File: config.mk
export PLATFORM = sky130hd
export DESIGN_NAME = crc16_check
export DESIGN_NICKNAME = d
export VERILOG_FILES = /design/src/rtl/crc16_pkg.sv /design/src/rtl/crc16_lfsr.sv /design/src/rtl/crc16_check.sv
export SDC_FILE = /design/constraint.sdc
export NUM_CORES = 1
export LEC_CHECK = 0
export CAP_MARGIN = 15
export CORE_MARGIN = 3
export CORE_UTILIZATION = 45
export DETAILED_ROUTE_END_ITERATION = 16
export DONT_BUFFER_PORTS = 1
export PLACE_DENSITY = 0.62
export SYNTH_ARGS = -nofsm -noshare
export SYNTH_HDL_FRONTEND = slang
export SYNTH_SLANG_ARGS = --single-unit
File: constraint.sdc
create_clock -name clk -period 1.65 [get_ports clk]
set_input_delay 0.33 -clock clk [delete_from_list [all_inputs] [get_ports clk]]
set_output_delay 0.33 -clock clk [all_outputs]
set_load 0.005 [all_outputs]
File: src/rtl/crc16_pkg.sv
// crc16_pkg: USB CRC16 constants, checker state type and the single-bit LFSR step.
//   CRC16_INIT      LFSR seed loaded at the start of every packet
//   CRC16_RESIDUAL  remainder left after a good payload plus its complemented CRC
//   CRC16_POLY_TAPS XOR taps at bit positions {0, 2, 15} (x^16+x^15+x^2+1)
package crc16_pkg;
    localparam logic [15:0] CRC16_INIT      = 16'hFFFF;
    localparam logic [15:0] CRC16_RESIDUAL  = 16'h800D;
    localparam logic [15:0] CRC16_POLY_TAPS = 16'h8005;
    typedef enum logic [1:0] {IDLE, ACCUM, DONE} crc16_chk_state_e;
    // Shift left and fold the feedback bit (msb ^ serial input) into the taps.
    function automatic logic [15:0] crc16_step(input logic [15:0] r, input logic b);
        return {r[14:0], 1'b0} ^ ((r[15] ^ b) ? CRC16_POLY_TAPS : 16'h0000);
    endfunction
endpackage

File: src/rtl/crc16_lfsr.sv
// crc16_lfsr: 16-bit USB CRC16 shift register, shared by generator and checker.
//   clk, rst_n  clock, asynchronous active-low reset (reset value CRC16_INIT)
//   load        reload CRC16_INIT (wins over shift)
//   shift       consume din this cycle
//   din         serial input bit
//   rem         live remainder
module crc16_lfsr
    import crc16_pkg::*;
(
    input  logic        clk,
    input  logic        rst_n,
    input  logic        load,
    input  logic        shift,
    input  logic        din,
    output logic [15:0] rem
);
    always_ff @(posedge clk or negedge rst_n)
        if (!rst_n)     rem <= CRC16_INIT;
        else if (load)  rem <= CRC16_INIT;
        else if (shift) rem <= crc16_step(rem, din);
endmodule

File: src/rtl/crc16_check.sv
// crc16_check: receive-side USB CRC16 checker with done/ack result handshake.
//   clk, rst_n  clock, asynchronous active-low reset
//   crc_start   arm for a new packet (also restarts / implicitly acks)
//   crc_abort   drop the current packet; highest priority
//   s_in        serial bit, consumed when bit_valid is high in ACCUM
//   bit_valid   s_in qualifier
//   crc_ack     result taken; return to IDLE
//   crc_busy    accumulating
//   crc_done    result valid, held until ack/start/abort
//   crc_ok      remainder matched the residual (valid with crc_done)
//   crc_err     crc_done & ~crc_ok
//   crc_rem     live remainder, only when CRC16_CHECK_DEBUG_EN is defined
module crc16_check
    import crc16_pkg::*;
#(
    parameter int DATA_BITS = 64,
    parameter int CNT_W     = 8
) (
    input  logic        clk,
    input  logic        rst_n,
    input  logic        crc_start,
    input  logic        crc_abort,
    input  logic        s_in,
    input  logic        bit_valid,
    input  logic        crc_ack,
    output logic        crc_busy,
    output logic        crc_done,
    output logic        crc_ok,
    output logic        crc_err
`ifdef CRC16_CHECK_DEBUG_EN
    ,
    output logic [15:0] crc_rem
`endif
);
    crc16_chk_state_e state;
    logic [CNT_W-1:0] cnt;
    logic [15:0]      rem;
    logic             last;

    assign last     = cnt == CNT_W'(DATA_BITS + 15);
    assign crc_busy = state == ACCUM;
    assign crc_err  = crc_done & ~crc_ok;
`ifdef CRC16_CHECK_DEBUG_EN
    assign crc_rem  = rem;
`endif

    crc16_lfsr u_lfsr (
        .clk   (clk),
        .rst_n (rst_n),
        .load  (crc_start & ~crc_abort),
        .shift (crc_busy & bit_valid & ~crc_start & ~crc_abort),
        .din   (s_in),
        .rem   (rem)
    );

    // The verdict is taken from the remainder the last bit is about to produce,
    // so crc_ok is registered on the same edge that accepts that bit.
    always_ff @(posedge clk or negedge rst_n)
        if (!rst_n) begin
            state    <= IDLE;
            cnt      <= '0;
            crc_done <= 1'b0;
            crc_ok   <= 1'b0;
        end else if (crc_abort) begin
            state    <= IDLE;
            cnt      <= '0;
            crc_done <= 1'b0;
            crc_ok   <= 1'b0;
        end else if (crc_start) begin
            state    <= ACCUM;
            cnt      <= '0;
            crc_done <= 1'b0;
            crc_ok   <= 1'b0;
        end else begin
            case (state)
                ACCUM: if (bit_valid) begin
                    cnt <= cnt + 1'b1;
                    if (last) begin
                        state    <= DONE;
                        crc_done <= 1'b1;
                        crc_ok   <= crc16_step(rem, s_in) == CRC16_RESIDUAL;
                    end
                end
                DONE: if (crc_ack) begin
                    state    <= IDLE;
                    crc_done <= 1'b0;
                    crc_ok   <= 1'b0;
                end
                default: ;
            endcase
        end
endmodule

==> impl_results.md, run 1 <==
- Met2 routed wirelength: 1190 um
- Fmax: roughly 0.58 GHz
- Clock Root Buffer: clkbuf_4
- Antenna diode count: 0
- Top Layer Used: met4
- Sequential-to-total area share from yosys stat: 0.565
- Hold/Removal Path Class: primary input to register
- Leak: about 0.57 nW
- IO buf count: 0
- Syn Nets: between 100 and 150
- Routed length on met3: around 67 um
- Tot Pwr: 0.00110 W
- Simple-Gate Fraction of Synth Area: 0.141
- Routed met1 length: approximately 1100 um
- Placed insts: 147
- Ports: 11
- Row count: 18
- CTS tree: yes
- Core area: 2540 um^2
- CTS Sinks: 27
- Post-synth ARST share: 1.00
- Mux cell area share after synthesis: 0
- DR pass1 iterations: 4
- Final worst slack: -74.1 ps
- Clk buf depth: 2
- Die Area: between 3000 and 4000 um^2
- Worst slew margin: 0.774
- Max stage delay on crit path: just over 500 ps
- Avg Cell Area, Syn: around 11 um^2
- Top_reg_cell synth: dfstp_2
- VDD IR max: approximately 0.65 mV
- Worst path cell trace: or4b_1 -> o31a_1 -> or3_4 -> o21ai_2
- Post-Layout Cell Count: approximately 150
- DRT iter0 DRCs: 12
- CP Capture Type: register
- Startpoint types: register
- CTS Buf Count: 3
- Adder-Cell Fraction of Synth Area: 0.0305
- Setup TNS: -142 ps
- Req. time, crit path: between 1500 and 2000 ps
- Power per cell area: roughly 760 nW/um^2
- Largest net degree at the start of global routing: 28
- WL final: 2330 um
- CTS clk-pin slew, worst paths: approximately 150 ps
- Post-Syn Instances: 110
- Routability Congestion: roughly 0.85
- Setup CP Type: register to register
- Total track usage: 0.157
- Synth cell types: 28
- Commonest non-fill, non-tap cell in the layout: dfstp_2
- DP HPWL: roughly 1700 um
- Crit-path slowest cell: or4b_1
- Largest family of logic cells by synthesized area: compound AO/OA/AOI/OAI gates
- Avg Vias per Cell: between 5 and 6
- Post-Synth XOR/XNOR Area: 0.0640
- Critical Path Fanout Max: 3
- Unrepaired setup endpoints after global routing: true
- Clock Skew: between 10 and 15 ps
- Share of cells above drive strength 1: 0.331
- Max cap viols: 0
- Buf/Inv on CP: 0
- Final Max Tran Viols: 0
- Worst Tran Pin Value: around 340 ps
- Vias in the first global route: 957
- Routed wire per std cell: roughly 15 um
- Outcome: finished, violations left
- Final hold vios: 0
- Largest area contributor in the synthesized netlist: dfstp_2
- Via count: between 800 and 900
- Final period util: 1.04
- Initial antenna violation count: 0
- Commonest cells after routing, fill and taps aside: dfstp_2 (16), o22a_1 (15), dfrtp_1 (11), buf_4 (10), nor2_1 (9)
- Yosys reg bits: 27
- Min Clock Period, post-route: about 1700 ps
- Initial Util: 0.484
- Area contributors post-synth: dfstp_2 (34%), dfrtp_1 (22%), o22a_1 (11%)
- Failing checks: setup timing
- First-pass GRT wire length: between 4000 and 5000 um
- H-Tree Depth: 1
- Mapped Area: around 1200 um^2
- Layout Nets: 135
- Layout area overhead: 17.7%
- Crit-path leading delay family: simple AND/OR/NAND/NOR gates
- Synth top area share: 0.341
- Setup-failing EPs final: 2
- Die Span X: 58.3 um
- Post-synth EDFFs: 0
- Register area: 696 um^2
- Worst-Skew Late Latency: approximately 320 ps
- Post-synthesis compound-gate area fraction: 0.175
- Routed Antenna Nets: 0
- Number of synthesis warnings: 0
- Fill count: 231
- Multi-input logic area: around 540 um^2
- WP data arrival: 1990 ps
- Die span in y: 58.3 um
- Gr ovfl total: 0
- DRC viols: 0
## layer usage
metal | GRT usage | vias to the layer above
li1 | - | 424
met1 | 0.199 | 451
met2 | 0.265 | 12
met3 | 0.0373 | 2
met4 | 0.0497 | 0
met5 | 0 | -
## cells in the mapped netlist, types with 2 or more instances
cell	instances
a21oi_1	6
clkbuf_1	3
dfrtp_1	11
dfstp_2	16
ha_1	3
inv_1	5
nand2_1	8
nand3_1	3
nand4_1	2
nor2_1	9
nor3_1	2
nor4_1	2
o21ai_0	2
o22a_1	15
or3_1	3
xnor2_1	3
xor2_1	6
## timing repair
item | in CTS | in global routing
setup buffers | 0 | 1
gates resized for setup | 4 | 4
hold buffers | 2 | 0
endpoints found under the hold margin | 27 | 0
gates cloned | 0 | 0
pin swaps | 0 | 3
setup endpoints to repair | 3 | 6
## metrics by stage
stage	hold WS, ps	util	instance area, um^2	setup WS (ps)
after global placement	35.1	0.530	1350	-39.8
after floorplan	34.4	-	1240	-33.3
after detailed placement	35.0	0.530	1350	-80.2
after global routing	2.70	0.569	1450	-152
final	37.5	0.569	1450	-74.1
after CTS	34.9	0.559	1420	-89.5
## worst register-to-register path, cell delays in order (launching register included)
cell,delay (ps)
dfrtp_1,400
or4b_1,510
o31a_1,280
or3_4,360
o21ai_2,130
## flip-flops by register name (all words and copies together), names as in the netlist
register    count
u_lfsr.rem     16
cnt             8
crc_ok          1
state           2
## layout make-up
cell class	count	area share
clock buffer	3	0.0155
clock inverter	1	0.00518
multi-input combinational	75	0.374
sequential	27	0.480
tap	30	0.0259
timing repair buffer	13	0.0864
inverter	5	0.0130
## path summary, 6_finish.rpt
path | start | to | slack, ps | depth (start not counted)
hold reg to reg | u_lfsr.rem[7] | u_lfsr.rem[7] | 540 | 1
min in group asynchronous | rst_n | state[1] | 430 | 2
setup reg to reg | cnt[5] | crc_ok | -70 | 4
hold / removal | crc_abort | state[0] | 40 | 1
setup / recovery | cnt[5] | crc_ok | -70 | 4
max in group asynchronous | rst_n | u_lfsr.rem[0] | 980 | 2
## where the power goes
group          internal [W]  switching [W]
sequential         0.000677     0.00000804
combinational     0.0000581      0.0000655
clock             0.0000925       0.000194
## cells by family after synthesis
kind of cell               after synthesis
buffers and inverters                    8
and+or+nand+nor                         34
xor gates and xnor gates                 9
DFF                                     27
AOI/OAI and AO/OA                       29
adders and majority gates                3
(Power assumes the default switching activity.)
==> run 2, diff against run 1 <==
--- a/config.mk
+++ b/config.mk
@@ -5,7 +5,7 @@
 export SDC_FILE = /design/constraint.sdc
 export NUM_CORES = 1
 export LEC_CHECK = 0
-export CAP_MARGIN = 15
+export CAP_MARGIN = 20
 export CORE_MARGIN = 3
 export CORE_UTILIZATION = 45
 export DETAILED_ROUTE_END_ITERATION = 16
==> results of run 2 <==
The final DEF is identical to that of run 1; final timing and power are the same.
